`config.mk`:
```
export PLATFORM = sky130hd
export DESIGN_NAME = pipeline_ctrl_flat
export DESIGN_NICKNAME = d
export VERILOG_FILES = /design/src/rtl/pipeline_ctrl_if.sv /design/src/rtl/pipeline_ctrl.sv /design/src/flat_wrapper.sv
export SDC_FILE = /design/constraint.sdc
export NUM_CORES = 1
export LEC_CHECK = 0
export BUFFER_PORTS_ARGS = -buffer_cell sky130_fd_sc_hd__clkbuf_2
export CORE_AREA = 2 2 75 77
export CTS_BUF_LIST = sky130_fd_sc_hd__clkbuf_8 sky130_fd_sc_hd__clkbuf_16
export DETAILED_ROUTE_END_ITERATION = 10
export DIE_AREA = 0 0 77 79
export GPL_TIMING_DRIVEN = 0
export MAX_ROUTING_LAYER = met4
export PLACE_DENSITY = 0.86
export SLEW_MARGIN = 30
export SYNTH_ARGS = -nofsm -noshare
export SYNTH_HDL_FRONTEND = slang
export SYNTH_SLANG_ARGS = --single-unit
```
`constraint.sdc`:
```
create_clock -name clk -period 1.8 [get_ports clk]
set_input_delay 0.18 -clock clk [delete_from_list [all_inputs] [get_ports clk]]
set_output_delay 0.18 -clock clk [all_outputs]
set_load 0.05 [all_outputs]
```
`src/rtl/pipeline_ctrl_if.sv`:
```
// pipeline_ctrl_if: hazard inputs and register-control outputs of the
// pipeline stall/flush controller, bundled as one interface.
// master = the controller, slave = the pipeline datapath that it steers.
interface pipeline_ctrl_if;
    logic [4:0]  ifid_rs1;
    logic [4:0]  ifid_rs2;
    logic        ifid_uses_rs1;
    logic        ifid_uses_rs2;
    logic [4:0]  idex_rd;
    logic        idex_mem_read;
    logic        ex_mispredict;
    logic        ex_busy;
    logic        imem_read;
    logic        imem_resp;
    logic        dmem_read;
    logic        dmem_write;
    logic        dmem_resp;

    logic        pc_load;
    logic        ifid_load;
    logic        idex_load;
    logic        exmem_load;
    logic        memwb_load;
    logic        ifid_rst;
    logic        idex_rst;
    logic [1:0]  ctrl_state;
    logic        stall_timeout;
    logic [31:0] perf_stall_cycles;
    logic [31:0] perf_flushes;
    logic [31:0] perf_bubbles;

    modport master (
        input  ifid_rs1, ifid_rs2, ifid_uses_rs1, ifid_uses_rs2,
        input  idex_rd, idex_mem_read, ex_mispredict, ex_busy,
        input  imem_read, imem_resp, dmem_read, dmem_write, dmem_resp,
        output pc_load, ifid_load, idex_load, exmem_load, memwb_load,
        output ifid_rst, idex_rst, ctrl_state, stall_timeout,
        output perf_stall_cycles, perf_flushes, perf_bubbles
    );

    modport slave (
        output ifid_rs1, ifid_rs2, ifid_uses_rs1, ifid_uses_rs2,
        output idex_rd, idex_mem_read, ex_mispredict, ex_busy,
        output imem_read, imem_resp, dmem_read, dmem_write, dmem_resp,
        input  pc_load, ifid_load, idex_load, exmem_load, memwb_load,
        input  ifid_rst, idex_rst, ctrl_state, stall_timeout,
        input  perf_stall_cycles, perf_flushes, perf_bubbles
    );
endinterface

```
`src/rtl/pipeline_ctrl.sv`:
```
// pipeline_ctrl: central stall/flush controller for a 5-stage pipeline.
// Resolves memory/EX freezes, load-use bubbles and mispredict squashes,
// defers a redirect that arrives while a memory access is in flight, and
// raises a sticky flag when the pipeline stays frozen too long.
// Optional feature: define PIPELINE_CTRL_PERF_EN to build the three
// performance counters; otherwise the perf ports read 0.
module pipeline_ctrl #(
    parameter int unsigned STALL_TIMEOUT = 1023
) (
    input logic            clk,
    input logic            rst_n,
    pipeline_ctrl_if.master bus
);

    typedef enum logic [1:0] {
        RUN        = 2'd0,
        STALL      = 2'd1,
        FLUSH_WAIT = 2'd2
    } state_t;

    typedef enum logic [1:0] {
        ACT_ADVANCE  = 2'd0,
        ACT_FREEZE   = 2'd1,
        ACT_BUBBLE   = 2'd2,
        ACT_REDIRECT = 2'd3
    } act_t;

    localparam logic [15:0] TIMEOUT_LIM = 16'(STALL_TIMEOUT);

    // Freeze-run counter increment that holds at the timeout limit.
    function automatic logic [15:0] sat_inc(input logic [15:0] v);
        return (v >= TIMEOUT_LIM) ? TIMEOUT_LIM : v + 16'd1;
    endfunction

    state_t      state;
    state_t      state_next;
    state_t      run_next;
    act_t        act;
    act_t        run_act;
    logic        mem_stall;
    logic        load_use;
    logic [15:0] timeout_cnt;
    logic [15:0] timeout_inc;
    logic        timeout_flag;

    logic pc_load, ifid_load, idex_load, exmem_load, memwb_load;
    logic ifid_rst, idex_rst;

    assign mem_stall = (bus.imem_read & ~bus.imem_resp)
                     | ((bus.dmem_read | bus.dmem_write) & ~bus.dmem_resp)
                     | bus.ex_busy;

    assign load_use = bus.idex_mem_read & (bus.idex_rd != 5'd0) &
                      ((bus.ifid_uses_rs1 & (bus.ifid_rs1 == bus.idex_rd)) |
                       (bus.ifid_uses_rs2 & (bus.ifid_rs2 == bus.idex_rd)));

    // Priority decision used in RUN and when a stall has just cleared.
    always_comb begin
        run_act  = ACT_ADVANCE;
        run_next = RUN;
        if (bus.ex_mispredict && mem_stall) begin
            run_act  = ACT_FREEZE;
            run_next = FLUSH_WAIT;
        end else if (bus.ex_mispredict) begin
            run_act  = ACT_REDIRECT;
        end else if (mem_stall) begin
            run_act  = ACT_FREEZE;
            run_next = STALL;
        end else if (load_use) begin
            run_act  = ACT_BUBBLE;
        end
    end

    // Next-state and action selection; FLUSH_WAIT remembers the mispredict.
    always_comb begin
        state_next = state;
        act        = ACT_ADVANCE;
        unique case (state)
            FLUSH_WAIT: begin
                if (mem_stall) begin
                    act = ACT_FREEZE;
                end else begin
                    act        = ACT_REDIRECT;
                    state_next = RUN;
                end
            end
            STALL: begin
                if (mem_stall) begin
                    act = ACT_FREEZE;
                end else begin
                    act        = run_act;
                    state_next = run_next;
                end
            end
            default: begin
                act        = run_act;
                state_next = run_next;
            end
        endcase
    end

    // State register; reset discards any pending redirect.
    always_ff @(posedge clk or negedge rst_n) begin
        if (!rst_n) begin
            state <= RUN;
        end else begin
            state <= state_next;
        end
    end

    // Register control decode; reset holds all loads off and flushes IF/ID, ID/EX.
    always_comb begin
        pc_load    = 1'b0;
        ifid_load  = 1'b0;
        idex_load  = 1'b0;
        exmem_load = 1'b0;
        memwb_load = 1'b0;
        ifid_rst   = 1'b0;
        idex_rst   = 1'b0;
        if (!rst_n) begin
            ifid_rst = 1'b1;
            idex_rst = 1'b1;
        end else begin
            unique case (act)
                ACT_ADVANCE: begin
                    pc_load    = 1'b1;
                    ifid_load  = 1'b1;
                    idex_load  = 1'b1;
                    exmem_load = 1'b1;
                    memwb_load = 1'b1;
                end
                ACT_BUBBLE: begin
                    idex_load  = 1'b1;
                    idex_rst   = 1'b1;
                    exmem_load = 1'b1;
                    memwb_load = 1'b1;
                end
                ACT_REDIRECT: begin
                    pc_load    = 1'b1;
                    ifid_rst   = 1'b1;
                    idex_rst   = 1'b1;
                    exmem_load = 1'b1;
                    memwb_load = 1'b1;
                end
                default: ;
            endcase
        end
    end

    assign timeout_inc = sat_inc(timeout_cnt);

    // Consecutive-freeze counter and sticky timeout flag.
    always_ff @(posedge clk or negedge rst_n) begin
        if (!rst_n) begin
            timeout_cnt  <= 16'd0;
            timeout_flag <= 1'b0;
        end else if (act == ACT_FREEZE) begin
            timeout_cnt  <= timeout_inc;
            timeout_flag <= timeout_flag | (timeout_inc == TIMEOUT_LIM);
        end else begin
            timeout_cnt  <= 16'd0;
        end
    end

`ifdef PIPELINE_CTRL_PERF_EN
    logic [31:0] perf_stall_q;
    logic [31:0] perf_flush_q;
    logic [31:0] perf_bubble_q;

    // Free-running event counters, wrapping at 2^32.
    always_ff @(posedge clk or negedge rst_n) begin
        if (!rst_n) begin
            perf_stall_q  <= 32'd0;
            perf_flush_q  <= 32'd0;
            perf_bubble_q <= 32'd0;
        end else begin
            if (act == ACT_FREEZE)   perf_stall_q  <= perf_stall_q + 32'd1;
            if (act == ACT_REDIRECT) perf_flush_q  <= perf_flush_q + 32'd1;
            if (act == ACT_BUBBLE)   perf_bubble_q <= perf_bubble_q + 32'd1;
        end
    end

    assign bus.perf_stall_cycles = perf_stall_q;
    assign bus.perf_flushes      = perf_flush_q;
    assign bus.perf_bubbles      = perf_bubble_q;
`else
    assign bus.perf_stall_cycles = 32'd0;
    assign bus.perf_flushes      = 32'd0;
    assign bus.perf_bubbles      = 32'd0;
`endif

    assign bus.pc_load       = pc_load;
    assign bus.ifid_load     = ifid_load;
    assign bus.idex_load     = idex_load;
    assign bus.exmem_load    = exmem_load;
    assign bus.memwb_load    = memwb_load;
    assign bus.ifid_rst      = ifid_rst;
    assign bus.idex_rst      = idex_rst;
    assign bus.ctrl_state    = state;
    assign bus.stall_timeout = timeout_flag;

endmodule

```
`src/flat_wrapper.sv`:
```
// flat-port wrapper written by rule: the top's interface ports become plain ports
module pipeline_ctrl_flat 
#(
    parameter int unsigned STALL_TIMEOUT = 1023
)
  (clk, rst_n, bus_ifid_rs1, bus_ifid_rs2, bus_ifid_uses_rs1, bus_ifid_uses_rs2, bus_idex_rd, bus_idex_mem_read, bus_ex_mispredict, bus_ex_busy, bus_imem_read, bus_imem_resp, bus_dmem_read, bus_dmem_write, bus_dmem_resp, bus_pc_load, bus_ifid_load, bus_idex_load, bus_exmem_load, bus_memwb_load, bus_ifid_rst, bus_idex_rst, bus_ctrl_state, bus_stall_timeout, bus_perf_stall_cycles, bus_perf_flushes, bus_perf_bubbles);
  pipeline_ctrl_if bus_i ();
  input logic clk;
  input logic rst_n;
  input wire logic [$bits(bus_i.ifid_rs1)-1:0] bus_ifid_rs1;
  input wire logic [$bits(bus_i.ifid_rs2)-1:0] bus_ifid_rs2;
  input wire logic [$bits(bus_i.ifid_uses_rs1)-1:0] bus_ifid_uses_rs1;
  input wire logic [$bits(bus_i.ifid_uses_rs2)-1:0] bus_ifid_uses_rs2;
  input wire logic [$bits(bus_i.idex_rd)-1:0] bus_idex_rd;
  input wire logic [$bits(bus_i.idex_mem_read)-1:0] bus_idex_mem_read;
  input wire logic [$bits(bus_i.ex_mispredict)-1:0] bus_ex_mispredict;
  input wire logic [$bits(bus_i.ex_busy)-1:0] bus_ex_busy;
  input wire logic [$bits(bus_i.imem_read)-1:0] bus_imem_read;
  input wire logic [$bits(bus_i.imem_resp)-1:0] bus_imem_resp;
  input wire logic [$bits(bus_i.dmem_read)-1:0] bus_dmem_read;
  input wire logic [$bits(bus_i.dmem_write)-1:0] bus_dmem_write;
  input wire logic [$bits(bus_i.dmem_resp)-1:0] bus_dmem_resp;
  output wire logic [$bits(bus_i.pc_load)-1:0] bus_pc_load;
  output wire logic [$bits(bus_i.ifid_load)-1:0] bus_ifid_load;
  output wire logic [$bits(bus_i.idex_load)-1:0] bus_idex_load;
  output wire logic [$bits(bus_i.exmem_load)-1:0] bus_exmem_load;
  output wire logic [$bits(bus_i.memwb_load)-1:0] bus_memwb_load;
  output wire logic [$bits(bus_i.ifid_rst)-1:0] bus_ifid_rst;
  output wire logic [$bits(bus_i.idex_rst)-1:0] bus_idex_rst;
  output wire logic [$bits(bus_i.ctrl_state)-1:0] bus_ctrl_state;
  output wire logic [$bits(bus_i.stall_timeout)-1:0] bus_stall_timeout;
  output wire logic [$bits(bus_i.perf_stall_cycles)-1:0] bus_perf_stall_cycles;
  output wire logic [$bits(bus_i.perf_flushes)-1:0] bus_perf_flushes;
  output wire logic [$bits(bus_i.perf_bubbles)-1:0] bus_perf_bubbles;
  assign bus_i.ifid_rs1 = bus_ifid_rs1;
  assign bus_i.ifid_rs2 = bus_ifid_rs2;
  assign bus_i.ifid_uses_rs1 = bus_ifid_uses_rs1;
  assign bus_i.ifid_uses_rs2 = bus_ifid_uses_rs2;
  assign bus_i.idex_rd = bus_idex_rd;
  assign bus_i.idex_mem_read = bus_idex_mem_read;
  assign bus_i.ex_mispredict = bus_ex_mispredict;
  assign bus_i.ex_busy = bus_ex_busy;
  assign bus_i.imem_read = bus_imem_read;
  assign bus_i.imem_resp = bus_imem_resp;
  assign bus_i.dmem_read = bus_dmem_read;
  assign bus_i.dmem_write = bus_dmem_write;
  assign bus_i.dmem_resp = bus_dmem_resp;
  assign bus_pc_load = bus_i.pc_load;
  assign bus_ifid_load = bus_i.ifid_load;
  assign bus_idex_load = bus_i.idex_load;
  assign bus_exmem_load = bus_i.exmem_load;
  assign bus_memwb_load = bus_i.memwb_load;
  assign bus_ifid_rst = bus_i.ifid_rst;
  assign bus_idex_rst = bus_i.idex_rst;
  assign bus_ctrl_state = bus_i.ctrl_state;
  assign bus_stall_timeout = bus_i.stall_timeout;
  assign bus_perf_stall_cycles = bus_i.perf_stall_cycles;
  assign bus_perf_flushes = bus_i.perf_flushes;
  assign bus_perf_bubbles = bus_i.perf_bubbles;
  pipeline_ctrl #(.STALL_TIMEOUT(STALL_TIMEOUT)) u_core (.clk(clk), .rst_n(rst_n), .bus(bus_i));
endmodule
```
# --- Yosys cells after proc, flatten, opt, wreduce, memory -nomap -nowiden ---
# Index checks and enable logic that the tools add are counted.
totals:
  in_bits: 27
  reg_bits: 19
  output_inout_bits: 106
  elab_cells: 63
classes:
  addsub: 1
  mux: 27
  bitwise_logic: 13
  n_lt_le_gt_ge: 1
  reduce_logical: 8
  n_eq_ne: 10
ops:
  columns: ["op", "count"]
  rows:
  - ["$mux 16", 2]
  - ["$mux 2", 10]
  - ["$add 16x1->16 const B", 1]
  - ["$eq 16x10->1 const B", 1]
  - ["$ge 16x10->1 const B", 1]
  - ["$mux 1", 13]
  - ["$eq 5x5->1", 2]
  - ["$pmux 2 s2", 2]
  - ["$and 1x1->1", 6]
  - ["$eq 2x2->1 const B", 3]
  - ["$reduce_or 2->1", 3]
  - ["$or 1x1->1", 5]
  - ["$reduce_bool 5->1", 1]
  - ["$eq 2x1->1 const B", 2]
  - ["$ne 2x2->1 const B", 2]
  - ["$reduce_or 3->1", 1]
  - ["$logic_not 2->1", 1]
  - ["$not 1->1", 2]
  - ["$reduce_and 2->1", 1]
  - ["$logic_and 1x1->1", 1]

# --- Longest topological paths before layout ---
logic_depth:
  ltp_word: 14
  ltp_mapped: 9
  ltp_nobuf: 9

# --- Worst setup path after synthesis ---
# No wires, ideal clock.
synth_path:
  kind: "register to output"
  startpoint: "register u_core.state[0] (netlist: u_core.bus.ctrl_state[0])"
  endpoint: "output port bus_memwb_load"
  t_arrival_ns: 2.882
  path_buffers: 1
  setup_slack_ns: -1.262
  t_required_ns: 1.620
  stages_incl_launch_ff: 9
  path_cell_list: "dfrtp_1 > inv_1 > ha_1 > nor2b_1 > a311o_1 > o311ai_0 > ha_1 > nor2b_1 > buf_4"
synth_between:
  elab_chain_len: 6
  word_cells_on_any_way: 9
  cone_classes: "eq/ne: 4; mux: 3; reduce/logical: 2"
synth_rtl:
  columns: ["element", "line_no", "source"]
  rows:
  - ["start, declared", "pipeline_ctrl.sv:35", "state_t state;"]
  - ["start signal, assigned", "pipeline_ctrl.sv:107", "state <= state_next;"]
  - ["$eq 2x1->1 or $eq 2x2->1 (tied branches)", "pipeline_ctrl.sv:78", "unique case (state)"]
  - ["$pmux 2 s2 (*)", "pipeline_ctrl.sv:78", null]
  - ["$eq 2x2->1 or $logic_not 2->1 (tied branches)", null, null]
  - ["$reduce_or 3->1 (no line) (*)", null, null]
  - ["$mux 1 (*) (2 in series)", null, null]
  - ["end, declared", "flat_wrapper.sv:27", "output wire logic [$bits(bus_i.memwb_load)-1:0] bus_memwb_load;"]
# Mark *: on every way between the ends. The rest lies on a longest branch, timed or not.

# --- Worst setup path after layout ---
layout_path:
  startpoint: "register u_core.state[1] (netlist: u_core.bus.ctrl_state[1])"
  endpoint: "output port bus_idex_rst"
layout_between:
  elab_chain_len: 6
  word_cells_on_any_way: 8
  cone_classes: "eq/ne: 4; mux: 3; reduce/logical: 1"
layout_rtl:
  columns: ["element", "line_no", "source"]
  rows:
  - ["$eq 2x1->1 or $eq 2x2->1 (tied branches)", "pipeline_ctrl.sv:78", null]
  - ["$pmux 2 s2 (*)", "pipeline_ctrl.sv:78", null]
  - ["$eq 2x2->1", "pipeline_ctrl.sv:124", "unique case (act)"]
  - ["$reduce_or 2->1 (no line) (*)", null, null]
  - ["$mux 1 (*)", "pipeline_ctrl.sv:124", null]
  - ["$mux 1 (*)", "pipeline_ctrl.sv:120", "if (!rst_n) begin"]
  - ["end, declared", "flat_wrapper.sv:29", "output wire logic [$bits(bus_i.idex_rst)-1:0] bus_idex_rst;"]
# Marked as above.

==> impl_results.html <==
<table>
<tr><th>Metric</th><th>Value</th></tr>
<tr><th colspan="2">Placement</th></tr>
<tr><td>Dpl cell area</td><td>2670 um2</td></tr>
<tr><td>PortBufs</td><td>36</td></tr>
<tr><td>HPWL after DPL</td><td>approximately 3 mm</td></tr>
<tr><td>GP Congestion</td><td>0.907</td></tr>
<tr><td>Cell total after placement</td><td>430</td></tr>
<tr><th colspan="2">Global routing</th></tr>
<tr><td>Wire length of the first global-routing pass</td><td>6.71 mm</td></tr>
<tr><td>Vias in the first global route</td><td>between 1500 and 2000</td></tr>
<tr><td>Number of antenna violations at the first check in global routing</td><td>0</td></tr>
<tr><td>Pin count of the biggest net entering global routing</td><td>20</td></tr>
<tr><td>Global router's overall resource usage</td><td>0.139</td></tr>
<tr><td>Global-route congestion overflow total</td><td>0</td></tr>
<tr><th colspan="2">Power and ir drop</th></tr>
<tr><td>Clock network fraction of design power</td><td>0.070</td></tr>
<tr><td>Max IR drop VDD</td><td>848 uV</td></tr>
<tr><td>Power spent charging and discharging nets</td><td>2060 uW</td></tr>
<tr><td>Flop pwr share</td><td>0.180</td></tr>
<tr><td>Internal Power</td><td>between 2000 and 2500 uW</td></tr>
<tr><td>Pwr Density</td><td>around 1400 nW/um2</td></tr>
<tr><td>Leakage power</td><td>0.00172 uW</td></tr>
<tr><td>Share of total power consumed by net switching</td><td>0.470</td></tr>
<tr><td>Combinational group share of total power</td><td>0.750</td></tr>
<tr><th colspan="2">Route</th></tr>
<tr><td>Iteration-0 DRC count of the detailed router</td><td>15</td></tr>
<tr><td>Aggregate routed wire length</td><td>between 4 and 5 mm</td></tr>
<tr><td>Antenna Violating Nets Remaining</td><td>0</td></tr>
<tr><td>Routed wl met3</td><td>340 um</td></tr>
<tr><td>Via count of the routed design</td><td>around 1700</td></tr>
<tr><td>Per-cell routed wire length</td><td>9.32 um</td></tr>
<tr><td>Remaining routing DRC violations</td><td>0</td></tr>
<tr><td>Max Used Layer</td><td>met4</td></tr>
<tr><td>Drt first pass iters</td><td>4</td></tr>
<tr><td>Total length of routed met2 wires</td><td>2.44 mm</td></tr>
<tr><td>Detail-routed via count per cell</td><td>3.70</td></tr>
<tr><td>Met1 wire length</td><td>between 1 and 1.5 mm</td></tr>
<tr><th colspan="2">Logic synthesis</th></tr>
<tr><td>Average instance area after synthesis</td><td>8.87 um2</td></tr>
<tr><td>Synthesized flop and latch total</td><td>19</td></tr>
<tr><td>Part of the Yosys area used for sequential elements</td><td>0.243</td></tr>
<tr><td>Number of cells produced by synthesis</td><td>221</td></tr>
<tr><td>Biggest area contributors in the synthesized netlist</td><td>buf_4 37%, dfrtp_1 24%, xnor2_1 5.4%</td></tr>
<tr><td>Fraction of synthesized cell area taken by the top area cell type</td><td>0.371</td></tr>
<tr><td>Total of warnings raised by yosys</td><td>0</td></tr>
<tr><td>Number of distinct library cells after synthesis</td><td>39</td></tr>
<tr><td>Leading area contributor after synthesis</td><td>buf_4</td></tr>
<tr><td>Area of the mapped netlist</td><td>1960 um2</td></tr>
<tr><th colspan="2">Outcome</th></tr>
<tr><td>Status</td><td>finished with violations</td></tr>
<tr><td>Failing checks</td><td>negative setup slack</td></tr>
<tr><th colspan="2">Clock tree</th></tr>
<tr><td>Clock root buffer</td><td>clkbuf_8</td></tr>
<tr><td>Inserted Clock Buffers</td><td>3</td></tr>
<tr><td>Clock Latency Late Sink</td><td>260 ps</td></tr>
<tr><td>TritonCTS clock tree</td><td>yes</td></tr>
<tr><td>Clock slew at reported path FFs</td><td>around 70 ps</td></tr>
<tr><td>Longest Clk Path Bufs</td><td>2</td></tr>
<tr><td>Sink Count</td><td>19</td></tr>
<tr><td>Clock H-tree levels</td><td>1</td></tr>
<tr><th colspan="2">STA</th></tr>
<tr><td>Setup violators final</td><td>18</td></tr>
<tr><td>Worst slew slack as a fraction of its limit</td><td>0.436</td></tr>
<tr><td>Fraction of the cycle the final worst path needs</td><td>1.32</td></tr>
<tr><td>Endpoints failing hold</td><td>0</td></tr>
<tr><td>Crit path time final</td><td>2380 ps</td></tr>
<tr><td>Slew at the pin closest to its max-slew limit</td><td>843 ps</td></tr>
<tr><td>Number of max-slew violations in the final report</td><td>0</td></tr>
<tr><td>Worst setup margin</td><td>-579 ps</td></tr>
<tr><td>Maximum clock rate</td><td>between 400 and 500 MHz</td></tr>
<tr><td>Unrepaired setup endpoints after global routing</td><td>true</td></tr>
<tr><td>Maximum clock skew at final layout</td><td>2.54 ps</td></tr>
<tr><th colspan="2">Floorplanning</th></tr>
<tr><td>Site row count</td><td>27</td></tr>
<tr><td>Boundary pin count</td><td>around 130</td></tr>
<tr><td>Die area</td><td>6080 um2</td></tr>
<tr><td>Core Region</td><td>5340 um2</td></tr>
<tr><td>Initial core utilization</td><td>0.367</td></tr>
<tr><td>Die height</td><td>79 um</td></tr>
<tr><td>Die extent in x</td><td>77 um</td></tr>
<tr><th colspan="2">Layout</th></tr>
<tr><td>Final design area excluding fillers</td><td>3120 um2</td></tr>
<tr><td>Cell Count, Final, Fillers Out</td><td>459</td></tr>
<tr><td>Share of layout cells above drive strength 1</td><td>0.522</td></tr>
<tr><td>Layout net count</td><td>423</td></tr>
<tr><td>Filler cell count in the final layout</td><td>437</td></tr>
<tr><td>Relative area change from synthesis to final layout</td><td>59.2%</td></tr>
<tr><td>Diode insertion count for antenna repair</td><td>0</td></tr>
<tr><th colspan="2">Critical path</th></tr>
<tr><td>Crit Path Max Fanout</td><td>3</td></tr>
<tr><td>Slowest cell on crit path</td><td>dfrtp_2</td></tr>
<tr><td>Arrival time at the worst endpoint</td><td>about 2200 ps</td></tr>
<tr><td>CP Launch Type</td><td>register</td></tr>
<tr><td>Count of buffer and inverter cells on the critical path</td><td>1</td></tr>
<tr><td>Worst reg2reg setup slack</td><td>-480 ps</td></tr>
<tr><td>Classification of the worst setup path</td><td>reg2out</td></tr>
<tr><td>Critical Path, Cell by Cell</td><td>ha_4 &gt; nor2b_4 &gt; a311o_1 &gt; o311a_1 &gt; ha_2 &gt; nand2b_4 &gt; or2_4 &gt; buf_8</td></tr>
<tr><td>Delay contributed by the slowest stage of the critical path</td><td>approximately 430 ps</td></tr>
<tr><td>Cell family with the largest share of critical-path delay</td><td>adder cells</td></tr>
<tr><td>Capturing element type of the critical path</td><td>primary output</td></tr>
<tr><td>Data required, critical path</td><td>1620 ps</td></tr>
<tr><th colspan="2">Min path</th></tr>
<tr><td>Min-Delay Path Class</td><td>in2reg</td></tr>
<tr><th colspan="2">Run</th></tr>
<tr><td>Max-cap violations</td><td>0</td></tr>
</table>
power by group through the flow:
stage / combinational [uW] / sequential (uW) / clock [uW]
4_1_cts: 3160 / 774 / 309
5_1_grt: 3470 / 806 / 321
6_report: 3280 / 788 / 305
2_1_floorplan: 1790 / 820 / 0
3_3_place_gp: 2110 / 783 / 0
3_5_place_dp: 2170 / 794 / 0
final timing paths:
path                                           from                        to  cells after the start
hold / removal                    bus_ex_mispredict  u_core.bus.ctrl_state[1]                      3
setup reg to reg           u_core.bus.ctrl_state[1]     u_core.timeout_cnt[7]                     12
hold reg to reg            u_core.bus.stall_timeout  u_core.bus.stall_timeout                      1
min in group asynchronous                     rst_n     u_core.timeout_cnt[9]                      2
max in group asynchronous                     rst_n  u_core.bus.ctrl_state[0]                      2
setup / recovery           u_core.bus.ctrl_state[1]              bus_idex_rst                      8
repair_timing:
action                                  CTS  global route
setup buffers                            21             2
resized for setup                        53             6
gates cloned                              1             0
hold buffers                              1             0
endpoints found under the hold margin    19             0
pin swaps                                 4             3
endpoints found under the setup margin   18            18
cells in the final DEF, fill, tap and decap left out, types with 2 or more instances in the layout:
| master | n |
|---|---|
| and3_1 | 2 |
| ha_2 | 4 |
| nand4b_1 | 2 |
| a21oi_1 | 2 |
| o31ai_1 | 2 |
| buf_6 | 7 |
| inv_2 | 3 |
| ha_1 | 2 |
| clkbuf_8 | 6 |
| xnor2_1 | 12 |
| buf_4 | 114 |
| ha_4 | 2 |
| clkbuf_2 | 29 |
| and2_4 | 4 |
| clkbuf_16 | 3 |
| a21boi_2 | 8 |
| o21ai_0 | 4 |
| buf_8 | 3 |
| xor2_1 | 5 |
| dfrtp_2 | 2 |
| nor2_1 | 6 |
| conb_1 | 102 |
| nand4_1 | 3 |
| nor2b_4 | 2 |
| nand2_1 | 10 |
| dfrtp_1 | 17 |
| inv_1 | 2 |
cell usage after synthesis (all sizes together):
library cell / count
buf: 98
dfrtp: 19
xnor2: 12
nand2: 10
a21boi: 9
ha: 8
nor2: 8
and2: 6
inv: 5
xor2: 5
o21ai: 4
a21oi: 3
and3: 3
nand4: 3
nor2b: 3
nand2b: 2
nand4b: 2
nor3: 2
o31ai: 2
a311o: 1
a31o: 1
a31oi: 1
a32oi: 1
and2b: 1
and4: 1
clkbuf: 1
conb: 1
nand3: 1
nor3b: 1
nor4: 1
nor4b: 1
o21ba: 1
o22ai: 1
o311a: 1
o311ai: 1
or2: 1
kinds of logic after synthesis:
| group | share of synthesized area |
|---|---|
| AOI/OAI and AO/OA | 0.103 |
| xor gates and xnor gates | 0.0759 |
| DFF | 0.243 |
| buffers and inverters | 0.389 |
| and+or+nand+nor | 0.137 |
| adders and majority gates | 0.0511 |
| other | 0.00191 |
worst reg2reg max path: cells and delay by family (launching register included):
family | cells | cell delay, ps
fa+ha+maj | 2 | 570
buf+inv | 6 | 630
simple gates | 1 | 40
flops | 1 | 430
compound gates | 3 | 540
metrics by stage:
step	hold slack, ps	setup TNS [ps]	total power [uW]	util	worst slack [ps]
5_1_grt	217	-9510	4600	0.585	-638
4_1_cts	181	-7970	4240	0.580	-589
3_5_place_dp	208	-5440	2960	0.500	-615
2_1_floorplan	-116	-3350	2610	-	-442
6_report	188	-8150	4380	0.585	-579
3_3_place_gp	200	-4310	2890	0.500	-550
layer usage:
metal / up-vias / GRT usage
li1: 856 / -
met1: 732 / 0.123
met2: 96 / 0.291
met3: 14 / 0.0239
met4: 0 / 0.0482
met5: - / -
final cells by class:
cell class / instances / area, um2 / area share
inverter: 5 / 18.8 / 0.00601
buffer: 99 / 757 / 0.242
sequential: 19 / 478 / 0.153
clock buffer: 3 / 41.3 / 0.0132
tap: 72 / 90.1 / 0.0289
timing repair buffer: 61 / 494 / 0.158
multi-input combinational: 199 / 1240 / 0.396
clock inverter: 1 / 5.00 / 0.00160
registers in the layout (all words and copies together) (netlist names):
register                  cells
u_core.bus.ctrl_state         2
u_core.bus.stall_timeout      1
u_core.timeout_cnt           16
Power figures use the tool's default switching activity.
